--- config.mk ---
export PLATFORM = sky130hd
export DESIGN_NAME = play_timer
export DESIGN_NICKNAME = d
export VERILOG_FILES = /design/src/rtl/play_timer_pkg.sv /design/src/rtl/play_timer_bcd_mmss_counter.sv /design/src/rtl/play_timer.sv
export SDC_FILE = /design/constraint.sdc
export NUM_CORES = 1
export LEC_CHECK = 0
export ABC_CLOCK_PERIOD_IN_PS = 3350
export CORE_AREA = 3 3 141 143
export CTS_CLUSTER_SIZE = 16
export DETAILED_ROUTE_END_ITERATION = 16
export DIE_AREA = 0 0 144 146
export PLACE_DENSITY = 0.52
export SETUP_SLACK_MARGIN = 0.2
export SYNTH_ARGS = -nofsm -noshare
export SYNTH_HDL_FRONTEND = slang
export SYNTH_SLANG_ARGS = --single-unit
--- constraint.sdc ---
create_clock -name clk -period 3.35 [get_ports clk]
set_input_delay 0.335 -clock clk [delete_from_list [all_inputs] [get_ports clk]]
set_output_delay 0.335 -clock clk [all_outputs]
set_load 0.005 [all_outputs]
--- src/rtl/play_timer_pkg.sv ---
`default_nettype none
// ============================================================================
//  Module      : play_timer_pkg
//  Description : Shared types and constants for the play timer. Defines a BCD
//                digit, the packed mm:ss time value and its two end points.
//  Revision    : 1.0  initial release
// ============================================================================
package play_timer_pkg;

    typedef logic [3:0] bcd_t;

    // Field order matches the display nibble order {mm, ss}.
    typedef struct packed {
        bcd_t min_tens;
        bcd_t min_ones;
        bcd_t sec_tens;
        bcd_t sec_ones;
    } mmss_t;

    localparam mmss_t MMSS_MAX  = 16'h9959;
    localparam mmss_t MMSS_ZERO = 16'h0000;

endpackage : play_timer_pkg
`default_nettype wire

--- src/rtl/play_timer_bcd_mmss_counter.sv ---
`default_nettype none
// ============================================================================
//  Module      : bcd_mmss_counter
//  Description : Saturating mm:ss BCD counter. UP=1 counts up and holds at
//                99:59; UP=0 counts down and holds at 00:00.
//  Ports       : clk, rst_n (async, active-low)
//                i_load / i_load_val : synchronous load, wins over i_en
//                i_en                : advance one second
//                o_val               : current value
//                o_sat               : value equals the saturation point
//  Revision    : 1.0  initial release
// ============================================================================
module bcd_mmss_counter
    import play_timer_pkg::*;
#(
    parameter bit UP = 1'b1
) (
    input  logic        clk,
    input  logic        rst_n,
    input  logic        i_load,
    input  logic [15:0] i_load_val,
    input  logic        i_en,
    output logic [15:0] o_val,
    output logic        o_sat
);

    localparam mmss_t c_sat_val = UP ? MMSS_MAX : MMSS_ZERO;

    mmss_t r_val;
    logic  r_sat;
    mmss_t w_step;
    mmss_t w_next;

    // Digit compares use < / != rather than == so that out-of-range loaded
    // digits still drift back into range instead of sticking.
    generate
        if (UP) begin : g_up
            always_comb begin
                w_step = r_val;
                if (r_val.sec_ones < 4'd9) begin
                    w_step.sec_ones = r_val.sec_ones + 4'd1;
                end else begin
                    w_step.sec_ones = 4'd0;
                    if (r_val.sec_tens < 4'd5) begin
                        w_step.sec_tens = r_val.sec_tens + 4'd1;
                    end else begin
                        w_step.sec_tens = 4'd0;
                        if (r_val.min_ones < 4'd9) begin
                            w_step.min_ones = r_val.min_ones + 4'd1;
                        end else begin
                            w_step.min_ones = 4'd0;
                            w_step.min_tens = r_val.min_tens + 4'd1;
                        end
                    end
                end
            end
        end else begin : g_down
            always_comb begin
                w_step = r_val;
                if (r_val.sec_ones != 4'd0) begin
                    w_step.sec_ones = r_val.sec_ones - 4'd1;
                end else begin
                    w_step.sec_ones = 4'd9;
                    if (r_val.sec_tens != 4'd0) begin
                        w_step.sec_tens = r_val.sec_tens - 4'd1;
                    end else begin
                        w_step.sec_tens = 4'd5;
                        if (r_val.min_ones != 4'd0) begin
                            w_step.min_ones = r_val.min_ones - 4'd1;
                        end else begin
                            w_step.min_ones = 4'd9;
                            w_step.min_tens = r_val.min_tens - 4'd1;
                        end
                    end
                end
            end
        end
    endgenerate

    always_comb begin
        w_next = r_val;
        if (i_load) begin
            w_next = i_load_val;
        end else if (i_en && (r_val != c_sat_val)) begin
            w_next = w_step;
        end
    end

    // Saturation flag is computed from the next value so it stays aligned
    // with o_val rather than trailing it by a cycle.
    always_ff @(posedge clk or negedge rst_n) begin
        if (!rst_n) begin
            r_val <= MMSS_ZERO;
            r_sat <= 1'b0;
        end else begin
            r_val <= w_next;
            r_sat <= (w_next == c_sat_val);
        end
    end

    assign o_val = r_val;
    assign o_sat = r_sat;

endmodule : bcd_mmss_counter
`default_nettype wire

--- src/rtl/play_timer.sv ---
`default_nettype none
// ============================================================================
//  Module      : play_timer
//  Description : Track index plus elapsed / remaining mm:ss play time in BCD,
//                driving the 7-segment display directly.
//  Ports       : clk, rst_n (async, active-low)
//                i_pause        : level, freezes prescaler and counters
//                i_next / i_pre / i_finish_song : song change requests (edges)
//                i_mode         : 0 elapsed, 1 remaining on o_time_bcd
//                i_len_bcd      : new song length, sampled on a song change
//                o_track        : current track index
//                o_time_bcd     : selected {mm, ss}
//                o_tick         : one-cycle pulse per counted second
//                o_ovf          : elapsed held at 99:59
//                o_rem_zero     : remaining is 00:00
//  Revision    : 1.0  initial release
// ============================================================================
module play_timer
    import play_timer_pkg::*;
#(
    parameter int CLK_HZ    = 100_000_000,
    parameter int NUM_SONGS = 4,
    parameter int TRK_W     = $clog2(NUM_SONGS)
) (
    input  logic             clk,
    input  logic             rst_n,
    input  logic             i_pause,
    input  logic             i_next,
    input  logic             i_pre,
    input  logic             i_finish_song,
    input  logic             i_mode,
    input  logic [15:0]      i_len_bcd,
    output logic [TRK_W-1:0] o_track,
    output logic [15:0]      o_time_bcd,
    output logic             o_tick,
    output logic             o_ovf,
    output logic             o_rem_zero
);

    localparam int               c_ps_w   = (CLK_HZ > 1) ? $clog2(CLK_HZ) : 1;
    localparam logic [c_ps_w-1:0] c_ps_max = c_ps_w'(CLK_HZ - 1);
    localparam logic [TRK_W-1:0]  c_last   = TRK_W'(NUM_SONGS - 1);

    logic              r_next_d;
    logic              r_pre_d;
    logic              r_fin_d;
    logic              r_load_pending;
    logic [c_ps_w-1:0] r_ps;
    logic [TRK_W-1:0]  r_track;
    logic [15:0]       r_time;
    logic              r_tick;

    logic              w_fin_evt;
    logic              w_next_evt;
    logic              w_pre_evt;
    logic              w_fwd;
    logic              w_change;
    logic              w_sec_tick;
    logic [15:0]       w_ela;
    logic [15:0]       w_rem;
    logic              w_ela_sat;
    logic              w_rem_sat;

    assign w_fin_evt  = i_finish_song & ~r_fin_d;
    assign w_next_evt = i_next & ~r_next_d;
    assign w_pre_evt  = i_pre & ~r_pre_d;

    // finish and next both advance, so they share the forward path; a pre
    // edge in the same cycle is simply dropped.
    assign w_fwd      = w_fin_evt | w_next_evt;
    assign w_change   = w_fwd | w_pre_evt;
    assign w_sec_tick = ~i_pause & ~w_change & (r_ps == c_ps_max);

    always_ff @(posedge clk or negedge rst_n) begin
        if (!rst_n) begin
            r_next_d       <= 1'b0;
            r_pre_d        <= 1'b0;
            r_fin_d        <= 1'b0;
            r_load_pending <= 1'b1;
            r_ps           <= '0;
            r_track        <= '0;
            r_time         <= MMSS_ZERO;
            r_tick         <= 1'b0;
        end else begin
            r_next_d       <= i_next;
            r_pre_d        <= i_pre;
            r_fin_d        <= i_finish_song;
            r_load_pending <= 1'b0;
            r_tick         <= w_sec_tick;
            r_time         <= i_mode ? w_rem : w_ela;

            if (w_change) begin
                r_ps <= '0;
            end else if (!i_pause) begin
                r_ps <= (r_ps == c_ps_max) ? '0 : r_ps + 1'b1;
            end

            if (w_fwd) begin
                r_track <= (r_track == c_last) ? '0 : r_track + 1'b1;
            end else if (w_pre_evt) begin
                r_track <= (r_track == '0) ? c_last : r_track - 1'b1;
            end
        end
    end

    bcd_mmss_counter #(
        .UP (1'b1)
    ) u_elapsed (
        .clk        (clk),
        .rst_n      (rst_n),
        .i_load     (w_change),
        .i_load_val (MMSS_ZERO),
        .i_en       (w_sec_tick),
        .o_val      (w_ela),
        .o_sat      (w_ela_sat)
    );

    // The first clock after reset picks up the length of the song that is
    // already selected, since no change edge may ever arrive for it.
    bcd_mmss_counter #(
        .UP (1'b0)
    ) u_remaining (
        .clk        (clk),
        .rst_n      (rst_n),
        .i_load     (w_change | r_load_pending),
        .i_load_val (i_len_bcd),
        .i_en       (w_sec_tick),
        .o_val      (w_rem),
        .o_sat      (w_rem_sat)
    );

    assign o_track    = r_track;
    assign o_time_bcd = r_time;
    assign o_tick     = r_tick;
    assign o_ovf      = w_ela_sat;
    assign o_rem_zero = w_rem_sat;

endmodule : play_timer
`default_nettype wire

* Word-level counts from Yosys, hierarchy flattened
Index checks and enable logic that the tools add are counted.
Storage, ports and cells: logic and storage cells 83, register bits 84, bits of input ports 23, output and inout bits 21
Cells by class: bitwise logic cells 13, add/subtract/negate cells 11, muxes and demuxes 24, magnitude comparators 3, eq/ne operators 5, reduce and logical (&&, ||, !) cells 9
Operators with widths (count):
- two-way mux 27 bit | 3
- two-way mux 16 bit | 5
- two-way mux 4 bit | 8
- adder 27 x 1 -> 27 bit (second input constant) | 1
- == test 27 bit (second input constant) | 1
- two-way mux 12 bit | 2
- adder 4 x 1 -> 4 bit (second input constant) | 4
- == test 16 bit (second input constant) | 1
- logical NOT 16 bit | 1
- two-way mux 8 bit | 2
- inequality test 16 bit (second input constant) | 1
- nonzero test 16 bit | 1
- subtractor 4 x 1 -> 4 bit (second input constant) | 4
- nonzero test 4 bit | 3
- less-than comparator 4 bit (second input constant) | 2
- two-way mux 2 bit | 4
- bitwise AND 1 bit | 5
- inverter 1 bit | 5
- less-than comparator 4 x 3 -> 1 bit (second input constant) | 1
- bitwise OR 1 bit | 3
- adder 2 x 1 -> 2 bit (second input constant) | 1
- == test 2 bit (second input constant) | 1
- logical AND 1 bit | 2
- logical NOT 2 bit | 1
- other kinds (3) | 3

* Longest topological paths before layout
Gate-level depths: netlist of the first run.
word-level depth 11, mapped depth 10, gate-level depth less buffers 10

* By module
From an unflattened synthesis of the first run, not the netlist that was laid out.
Unflattened totals: cells, all modules 516, area, all modules 5036.1 sq um
Modules (own cells, without submodules):
- play_timer | instances 1, cells each 247, seq. area each 1252.5 sq um, area each 2581.2 sq um
- bcd_mmss_counter at u_elapsed | instances 1, cells each 144, seq. area each 425.4 sq um, area each 1328.8 sq um
- bcd_mmss_counter at u_remaining | instances 1, cells each 125, seq. area each 425.4 sq um, area each 1126.1 sq um

* Worst setup path after synthesis of the first run
OpenSTA, ideal clock, no wires.
path type flip-flop to flip-flop, from reg r_ps[0], to reg u_remaining.r_sat, in the netlist u_remaining.o_sat, arrival 2.846 ns, setup slack 0.408 ns, buffers on the path 0, setup time 0.096 ns, data required time 3.254 ns, stages on the path, launching flop included 10, clock period less this slack 2.942 ns, path through dfrtp_1 -> ha_1 -> nand3_1 -> or3_4 -> nor4_4 -> nand3_1 -> xor2_1 -> a21o_2 -> or4b_2 -> nor4_2
On the way: longest elaborated chain between the ends 6
Ends and longest elaborated chain:
- start: declaration | RTL line play_timer.sv:48 | logic [c_ps_w-1:0] r_ps;
- start signal: assignment | RTL line play_timer.sv:95 | r_ps <= (r_ps == c_ps_max) ? '0 : r_ps + 1'b1;
- == test 27 bit | RTL line play_timer.sv:72 | assign w_sec_tick = ~i_pause & ~w_change & (r_ps == c_ps_max);
- bitwise AND 1 bit | RTL line play_timer.sv:72
- logical AND 1 bit | RTL line play_timer_bcd_mmss_counter.sv:84 | end else if (i_en && (r_val != c_sat_val)) begin
- two-way mux 16 bit | RTL line play_timer_bcd_mmss_counter.sv:84
- two-way mux 16 bit | RTL line play_timer_bcd_mmss_counter.sv:82 | if (i_load) begin
- logical NOT 16 bit | RTL line play_timer_bcd_mmss_counter.sv:97 | r_sat <= (w_next == c_sat_val);
- end signal: assignment | RTL line play_timer_bcd_mmss_counter.sv:97
- end: declaration | RTL line play_timer_bcd_mmss_counter.sv:30 | logic r_sat;
No other way between the ends. A chain may end at the register's enable or synchronous reset.

==> impl_metrics.env, run 1 <==
export IMPL_num_vias=3995
export IMPL_gr_total_overflow=0
export IMPL_cts_buffers=9
export IMPL_fp_coreArea_um2=18700
export IMPL_drive_above_1_share_pct=14.8
export IMPL_syn_nets=537
export IMPL_hold_class="in -> reg"
export IMPL_endpoint_kind="flop"
export IMPL_status="completed"
export IMPL_path_class="reg -> reg"
export IMPL_worst_path_max_delay_cell="or4_4"
export IMPL_vdd_ir_drop_max_mv=0.226
export IMPL_path_delay_family="simple AND/OR/NAND/NOR gates"
export IMPL_hold_viol_final=0
export IMPL_crit_fanout=5
export IMPL_antenna_found_initial=0
export IMPL_yosysTopAreaCellShare_pct=44.7
export IMPL_critPathBufInv=1
export IMPL_cpMostUsedCell="or4_1"
export IMPL_clock_sinks=84
export IMPL_netlist_area_um2=4650
export IMPL_slew_headroom_pct=42.0
export IMPL_yosysMostFrequentCell="dfrtp_1"
export IMPL_synth_cells=498
export IMPL_path_cells="or4_4, nor4b_4, inv_2, o211ai_2, nand3_2, or4_1, or4_1, nor4_2"
export IMPL_antenna_cells=0
export IMPL_skew_ns=0.00973
export IMPL_start_util_pct=24.9
export IMPL_ys_flop_type="dfrtp_1"
export IMPL_htreeDepth=3
export IMPL_worst_slew_pin_slew_ns=0.867
export IMPL_holdWs_ns=0.456
export IMPL_seq_area_um2=2100
export IMPL_drtIter0Drc=260
export IMPL_max_freq_mhz=328
export IMPL_fillers=1906
export IMPL_synthTopCellsByCount="dfrtp_1 (83), nand2_1 (57), o21ai_0 (53)"
export IMPL_drv_slew=0
export IMPL_min_period_over_period_pct=90.9
export IMPL_syn2layout_area_growth_pct=25.0
export IMPL_post_drt_wl_per_cell_um=15.6
export IMPL_drcViolationCount=0
export IMPL_ys_types=68
export IMPL_grt_pass1_wl_mm=20.4
export IMPL_pin_count=44
export IMPL_synth_top_cell_by_area="dfrtp_1"
export IMPL_synth_area_leaders="dfrtp_1 (45%), o21ai_0 (5.7%), nand2_1 (4.6%), ha_1 (4.3%), nor2_1 (3.3%)"
export IMPL_fin_crit_ns=3.05
export IMPL_dieHeight_um=146
export IMPL_die_x_um=144
export IMPL_path_clk_slew_ns=0.06
export IMPL_drv_cap=0
export IMPL_multi_input_area_um2=2420
export IMPL_finalSetupViolations=0
export IMPL_grt_max_degree=35
export IMPL_slowest_delay_ns=0.60
export IMPL_layout_nets=602
export IMPL_avgSynthCellArea_um2=9.34
export IMPL_cts_buffer_depth=2
export IMPL_clock_latency_ns=0.35
export IMPL_ant_nets=0
export IMPL_crit_arrival_ns=3.30
export IMPL_p_leak_uw=0.00233
export IMPL_ys_ff_latch=84
export IMPL_rows=50
export IMPL_grt_use_total_pct=12.2
export IMPL_synthArstFlopShare_pct=100
export IMPL_fin_setup_tns_ns=0
export IMPL_ys_warn_count=0
export IMPL_routed_via_density=4.98
export IMPL_cts_root_buffer="clkbuf_16"
export IMPL_postRouteWirelength_mm=12.5
export IMPL_dp_hpwl_mm=9.29
export IMPL_io_buffer_count=43
export IMPL_worstSetupStartpointType="flop"
export IMPL_powerDensity_nw_per_um2=412
export IMPL_dr_pass1_iters=5
export IMPL_crit_required_ns=3.60
export IMPL_rsz0062_at_grt="yes"
export IMPL_grt_pass1_vias=3961
export IMPL_seq_area_frac_synth_pct=45.2
export IMPL_synth_edff_count=0
export IMPL_cts_tree="done"
export IMPL_gp_congestion=0.798
export IMPL_die_area_um2=21000
==> final cells by class <==
cell class                 count  share of cell area (%)
inverter                      17                    1.10
multi-input combinational    380                    41.7
sequential                    84                    36.2
tap                          234                    5.04
clock buffer                  11                    4.35
clock inverter                 5                   0.624
timing repair buffer          71                    11.0
==> report_power, final <==
group | switching [uW] | internal (uW)
Clock | 418 | 543
Sequential | 45.2 | 1060
Combinational | 171 | 157
Total | 634 | 1760
==> flip-flops by register name (all words and copies together), names as in the netlist <==
register and count:
o_time_bcd 16, r_load_pending 1, o_track 2, r_fin_d 1, r_next_d 1, r_ps 27, o_tick 1, u_remaining.o_val 16
u_elapsed.o_val 16, u_remaining.o_sat 1, u_elapsed.o_sat 1, r_pre_d 1
==> stage by stage <==
stage               util (%)  cells  setup slack, ns  total power, uW  instance area [um2]
global placement        29.3    784            0.159             1450                 5480
floorplan                  -    498            0.408             1270                 4650
detailed placement      29.3    784           0.0557             1460                 5480
global route            31.1    802            0.190             2530                 5810
finish                  31.1    802            0.304             2400                 5810
CTS                     30.9    801            0.302             2440                 5780
==> final timing paths <==
check | startpoint | end | slack, ns | depth (start not counted)
worst max-delay path | u_remaining.o_val[1] | u_remaining.o_sat | 0.30 | 8
worst min-delay path | i_finish_song | r_fin_d | 0.46 | 1
worst max register to register | u_remaining.o_val[1] | u_remaining.o_sat | 0.30 | 8
worst min register to register | r_ps[14] | r_ps[14] | 0.49 | 1
max in group asynchronous | rst_n | o_time_bcd[3] | 2.13 | 3
min in group asynchronous | rst_n | u_remaining.o_val[7] | 0.48 | 2
==> cells by family (layout without fill, tap and decap cells) <==
| kind of cell | count (synthesis) | after routing | share of synthesized area [%] |
|---|---|---|---|
| xor+xnor | 9 | 9 | 1.70 |
| buf+inv | 34 | 104 | 3.25 |
| mux | 14 | 14 | 3.28 |
| other cells | 1 | 1 | 0.0806 |
| compound gates | 118 | 118 | 15.3 |
| simple gates | 222 | 222 | 26.9 |
| fa+ha+maj | 16 | 16 | 4.30 |
| flops | 84 | 84 | 45.2 |
==> metal layers <==
metal  GRT usage (%)  vias to the layer above  part of all wire [%]
li1                -                     1938                     -
met1            16.4                     1981                    47
met2            19.1                       68                    48
met3            3.52                        8                   4.0
met4            3.20                        0                  0.87
met5               0                        -                     0
==> layout by cell type (no fill, tap or decap), types with 3 or more instances in the layout <==
| cell | n |
|---|---|
| a21oi_1 | 29 |
| a31oi_1 | 9 |
| and2_1 | 6 |
| and3_1 | 6 |
| and4_1 | 3 |
| buf_4 | 28 |
| clkbuf_16 | 9 |
| clkdlybuf4s50_1 | 42 |
| clkinvlp_4 | 3 |
| dfrtp_1 | 83 |
| ha_1 | 16 |
| inv_1 | 15 |
| mux2_2 | 10 |
| mux2i_1 | 4 |
| nand2_1 | 57 |
| nand2b_1 | 9 |
| nand3_1 | 27 |
| nand4_1 | 13 |
| nor2_1 | 41 |
| nor2b_1 | 5 |
| nor3_1 | 14 |
| nor4_1 | 5 |
| o21ai_0 | 52 |
| o31ai_1 | 6 |
| or3_1 | 5 |
| xnor2_1 | 3 |
| xor2_1 | 6 |
==> repair_timing <==
action,in CTS,in global routing
endpoints found under the setup margin,0,2
buffers inserted,0,1
hold buffers,1,0
resized for setup,0,5
hold endpoints to repair,31,0
Note: power is estimated with default switching activity, not from simulation.
==> run 2: changes to the inputs <==
--- a/config.mk
+++ b/config.mk
@@ -5,7 +5,8 @@
 export SDC_FILE = /design/constraint.sdc
 export NUM_CORES = 1
 export LEC_CHECK = 0
-export ABC_CLOCK_PERIOD_IN_PS = 3350
+export ABC_CLOCK_PERIOD_IN_PS = 3400
+export CAP_MARGIN = 25
 export CORE_AREA = 3 3 141 143
 export CTS_CLUSTER_SIZE = 16
 export DETAILED_ROUTE_END_ITERATION = 16
==> constraint.sdc (replaced) <==
create_clock -name clk -period 3.4 [get_ports clk]
set_input_delay 0.34 -clock clk [delete_from_list [all_inputs] [get_ports clk]]
set_output_delay 0.34 -clock clk [all_outputs]
set_load 0.005 [all_outputs]
==> impl_metrics.env, run 2 (same netlist as run 1, synthesis figures left out) <==
export IMPL_status="finished, violations left"
export IMPL_violations="hold timing"
export IMPL_slowest_delay_ns=0.59
export IMPL_worst_slew_pin_slew_ns=0.753
export IMPL_pin_count=44
export IMPL_gp_congestion=0.895
export IMPL_p_leak_uw=0.00236
export IMPL_switching_power_uw=622
export IMPL_clock_latency_ns=0.34
export IMPL_drcViolationCount=0
export IMPL_drtIter0Drc=317
export IMPL_ant_nets=0
export IMPL_post_drt_wl_per_cell_um=15.6
export IMPL_clockPowerShare_pct=45.9
export IMPL_holdWs_ns=-0.0337
export IMPL_grt_pass1_vias=3945
export IMPL_htreeDepth=3
export IMPL_routed_via_density=4.95
export IMPL_skew_ns=0.00704
export IMPL_finalSetupViolations=0
export IMPL_drv_slew=0
export IMPL_rows=50
export IMPL_drv_cap=0
export IMPL_fin_total_pwr_uw=2620
export IMPL_worst_path_max_delay_cell="or4_4"
export IMPL_fillers=1909
export IMPL_num_vias=3958
export IMPL_cts_tree="done"
export IMPL_die_area_um2=21000
export IMPL_worstSetupStartpointType="flop"
export IMPL_fp_coreArea_um2=18700
export IMPL_dp_hpwl_mm=9.11
export IMPL_final_common_cell="dfrtp_1"
export IMPL_pwr_share_seq_pct=41.7
export IMPL_cpMostUsedCell="or4_1"
export IMPL_io_buffer_count=43
export IMPL_crit_arrival_ns=3.32
export IMPL_largest_reg_flops=27
export IMPL_ctsHoldBuffers=0
export IMPL_grt_max_degree=81
export IMPL_grt_pass1_wl_mm=20.8
export IMPL_dr_pass1_iters=4
export IMPL_multi_input_area_um2=2410
export IMPL_endpoint_kind="flop"
export IMPL_fin_setup_tns_ns=0
export IMPL_path_class="reg -> reg"
export IMPL_crit_fanout=4
export IMPL_die_x_um=144
export IMPL_cts_buffer_depth=2
export IMPL_grt_use_total_pct=12.2
export IMPL_swShare_pct=23.8
export IMPL_layout_nets=599
export IMPL_seq_area_um2=2100
export IMPL_path_clk_slew_ns=0.07
export IMPL_postRouteWirelength_mm=12.5
export IMPL_top_register="r_ps"
export IMPL_slew_headroom_pct=49.7
export IMPL_combPwrFrac_pct=12.4
export IMPL_syn2layout_area_growth_pct=26.2
export IMPL_cts_buffers=9
export IMPL_hold_viol_final=36
export IMPL_powerDensity_nw_per_um2=446
export IMPL_path_cells="or4_4, a211oi_1, nand3_1, o21ai_0, a31oi_2, or4_1, or4_1, nor4_2"
export IMPL_drive_above_1_share_pct=14.0
export IMPL_dieHeight_um=146
export IMPL_antenna_cells=0
export IMPL_intPower_uw=2000
export IMPL_rsz0062_at_grt="yes"
export IMPL_gr_total_overflow=0
export IMPL_fin_crit_ns=3.08
export IMPL_hold_class="in -> async"
export IMPL_crit_required_ns=3.65
export IMPL_cts_root_buffer="clkbuf_16"
export IMPL_clock_sinks=84
export IMPL_min_period_over_period_pct=90.5
export IMPL_most_common_layout_cells="dfrtp_1 (83), nand2_1 (57), o21ai_0 (53), clkdlybuf4s50_1 (42), nor2_1 (41)"
export IMPL_antenna_found_initial=0
export IMPL_max_freq_mhz=325
export IMPL_start_util_pct=24.9
export IMPL_vdd_ir_drop_max_mv=0.283
run 2: cell types whose count changed in the layout (fill, tap and decap cells not counted), sizes merged:
| cell | delta |
|---|---|
| clkinvlp | -2 |
| bufinv | +4 |
| buf | -2 |
| clkinv | -1 |
| dlygate4sd3 | -1 |
| clkbuf | -1 |
run 2: stage by stage:
step / utilization (%) / worst slack (ns) / std cells / area, um2 / hold slack (ns)
after floorplan: - / 0.458 / 498 / 4650 / 0.0444
after global placement: 29.2 / 0.206 / 780 / 5450 / 0.470
after detailed placement: 29.2 / 0.0886 / 780 / 5450 / 0.475
after CTS: 31.1 / 0.243 / 796 / 5820 / 0.226
after global routing: 31.4 / 0.124 / 799 / 5870 / 0.00145
final: 31.4 / 0.323 / 799 / 5870 / -0.0337
run 2: cell type report:
cell class              count  area share [%]
flip-flops and latches     84            35.8
well taps                 234            4.99
multi-input cells         380            41.1
repair buffers             68            10.7
clock inverters             6            2.32
clock buffers              10            3.90
inverters                  17            1.09
run 2: path summary, 6_finish.rpt:
path                            cells after the start                 start                     to  slack, ns
worst max-delay path                                8  u_remaining.o_val[5]      u_remaining.o_sat       0.32
worst min-delay path                                1                 rst_n   u_remaining.o_val[5]      -0.03
worst max register to register                      8  u_remaining.o_val[5]      u_remaining.o_sat       0.32
worst min register to register                      1              r_ps[14]               r_ps[14]       0.49
max in group asynchronous                           3                 rst_n  u_remaining.o_val[12]       2.68
min in group clk                                    1                 i_pre                r_pre_d       0.47
run 2: routing by layer:
layer  track usage (%)  wire, um
met5                 0         0
met4              3.77        97
met3              2.37       507
met2              18.7      5810
met1              17.3      6070
run 2: power groups by stage:
stage / combinational (uW) / clock [uW] / sequential [uW]
global route: 359 / 1260 / 1100
detailed placement: 324 / 0 / 1110
CTS: 325 / 1230 / 1090
floorplan: 148 / 0 / 1110
finish: 324 / 1200 / 1090
global placement: 317 / 0 / 1110
run 2: critical path, delay by kind of cell (launching register included):
kind | cells | cell delay, ns
and+or+nand+nor | 5 | 1.88
AOI/OAI and AO/OA | 3 | 0.72
DFF | 1 | 0.39
run 2: what timing repair did:
item / in CTS / in global routing
gates resized for setup: 0 / 2
setup endpoints to repair: 0 / 2
setup buffers: 0 / 2
==> run 3: changes to the inputs <==
--- a/config.mk
+++ b/config.mk
@@ -6,11 +6,12 @@
 export NUM_CORES = 1
 export LEC_CHECK = 0
 export ABC_CLOCK_PERIOD_IN_PS = 3400
-export CAP_MARGIN = 25
+export CAP_MARGIN = 20
 export CORE_AREA = 3 3 141 143
 export CTS_CLUSTER_SIZE = 16
 export DETAILED_ROUTE_END_ITERATION = 16
 export DIE_AREA = 0 0 144 146
+export HOLD_SLACK_MARGIN = 0.12
 export PLACE_DENSITY = 0.52
 export SETUP_SLACK_MARGIN = 0.2
 export SYNTH_ARGS = -nofsm -noshare
==> impl_metrics.env, run 3 (same netlist as run 1, synthesis figures left out) <==
export IMPL_pwr_share_seq_pct=41.7
export IMPL_dp_cells=780
export IMPL_pin_count=44
export IMPL_die_x_um=144
export IMPL_rsz0062_at_grt="yes"
export IMPL_cts_buffer_depth=2
export IMPL_dr_pass1_iters=4
export IMPL_grt_use_total_pct=12.2
export IMPL_fin_setup_tns_ns=0
export IMPL_status="completed"
export IMPL_start_util_pct=24.9
export IMPL_fin_util_pct=31.4
export IMPL_p_leak_uw=0.00236
export IMPL_drtIter0Drc=299
export IMPL_min_period_over_period_pct=90.6
export IMPL_grt_pass1_vias=3945
export IMPL_vdd_ir_drop_max_mv=0.283
export IMPL_top_register="r_ps"
export IMPL_dp_hpwl_mm=9.11
export IMPL_routed_via_density=4.99
export IMPL_combPwrFrac_pct=12.4
export IMPL_fp_coreArea_um2=18700
export IMPL_worst_slew_pin_slew_ns=0.776
export IMPL_drv_cap=0
export IMPL_grt_pass1_wl_mm=20.8
export IMPL_powerDensity_nw_per_um2=446
export IMPL_rows=50
export IMPL_cts_root_buffer="clkbuf_16"
export IMPL_dr_wl_met3_um=462
export IMPL_fin_crit_ns=3.08
export IMPL_ant_nets=0
export IMPL_layout_nets=600
export IMPL_slowest_delay_ns=0.59
export IMPL_holdWs_ns=0.474
export IMPL_antenna_found_initial=0
export IMPL_clockPowerShare_pct=45.9
export IMPL_drcViolationCount=0
export IMPL_worst_path_max_delay_cell="or4_4"
export IMPL_slew_headroom_pct=48.1
export IMPL_postRouteWirelength_mm=12.5
export IMPL_top_layer_used="met4"
export IMPL_critPathBufInv=0
export IMPL_largest_reg_flops=27
export IMPL_drive_above_1_share_pct=14.0
export IMPL_hold_class="in -> reg"
export IMPL_io_buffer_count=43
export IMPL_clock_latency_ns=0.34
export IMPL_skew_ns=0.00769
export IMPL_grt_max_degree=81
export IMPL_finalSetupViolations=0
export IMPL_most_common_layout_cells="dfrtp_1 (83), nand2_1 (57), o21ai_0 (53), clkdlybuf4s50_1 (42), nor2_1 (41)"
export IMPL_clock_sinks=84
export IMPL_cts_buffers=9
export IMPL_crit_arrival_ns=3.33
export IMPL_hold_viol_final=0
export IMPL_die_area_um2=21000
export IMPL_cts_tree="done"
export IMPL_path_cells="or4_4, a211oi_1, nand3_1, o21ai_0, a31oi_2, or4_1, or4_1, nor4_2"
export IMPL_dieHeight_um=146
export IMPL_final_common_cell="dfrtp_1"
export IMPL_path_delay_family="simple AND/OR/NAND/NOR gates"
export IMPL_path_class="reg -> reg"
export IMPL_antenna_cells=0
export IMPL_htreeDepth=3
export IMPL_post_drt_wl_per_cell_um=15.6
export IMPL_drv_slew=0
export IMPL_route_met2_wl_mm=5.78
export IMPL_num_vias=3995
export IMPL_crit_required_ns=3.65
export IMPL_endpoint_kind="flop"
export IMPL_path_clk_slew_ns=0.07
export IMPL_swShare_pct=23.8
export IMPL_placed_area_um2=5450
export IMPL_crit_fanout=4
export IMPL_gp_congestion=0.895
export IMPL_fin_area_um2=5880
export IMPL_wl_met1_mm=6.09
export IMPL_final_cells=800
export IMPL_max_freq_mhz=325
export IMPL_intPower_uw=2000
export IMPL_gr_total_overflow=0
export IMPL_worstSetupStartpointType="flop"
export IMPL_switching_power_uw=623
export IMPL_syn2layout_area_growth_pct=26.4
export IMPL_cpMostUsedCell="or4_1"
run 3: cell count changes in the layout (fill, tap and decap cells not counted):
cell           previous run  this run
dlygate4sd3_1             0         1
run 3: cell type report:
| type | instances | area (um2) |
|---|---|---|
| tap | 234 | 293 |
| clock inverter | 6 | 136 |
| fill | 1908 | 12800 |
| timing repair buffer | 69 | 638 |
| inverter | 17 | 63.8 |
| sequential | 84 | 2100 |
| clock buffer | 10 | 229 |
| multi-input combinational | 380 | 2410 |
run 3: what timing repair did:
item	4_1_cts	5_1_grt
endpoints found under the setup margin	0	2
hold endpoints to repair	0	36
hold buffers	0	1
gates resized for setup	0	2
setup buffers	0	2
run 3: routing by layer:
metal	up-vias	track usage (%)
met5	-	0
met4	0	3.77
met3	10	2.37
met2	80	18.7
met1	1971	17.3
li1	1934	-
run 3: final timing paths:
check | from | end | slack [ns] | cells after the start
max | u_remaining.o_val[5] | u_remaining.o_sat | 0.32 | 8
min | i_pre | r_pre_d | 0.47 | 1
max reg2reg | u_remaining.o_val[5] | u_remaining.o_sat | 0.32 | 8
min reg2reg | r_ps[14] | r_ps[14] | 0.49 | 1
max in group asynchronous | rst_n | u_remaining.o_val[12] | 2.12 | 4
min in group asynchronous | rst_n | u_remaining.o_val[5] | 0.52 | 2
run 3: power groups by stage:
| stage | Sequential, uW | Combinational, uW | Clock (uW) |
|---|---|---|---|
| after floorplan | 1110 | 148 | 0 |
| after global placement | 1110 | 317 | 0 |
| after detailed placement | 1110 | 324 | 0 |
| after CTS | 1090 | 325 | 1230 |
| after global routing | 1100 | 360 | 1260 |
| final | 1090 | 325 | 1200 |
run 3: per-stage QoR:
step,setup WS [ns],power (uW)
after CTS,0.243,2650
after floorplan,0.458,1260
final,0.320,2620
after global placement,0.206,1420
after global routing,0.124,2720
after detailed placement,0.0886,1430
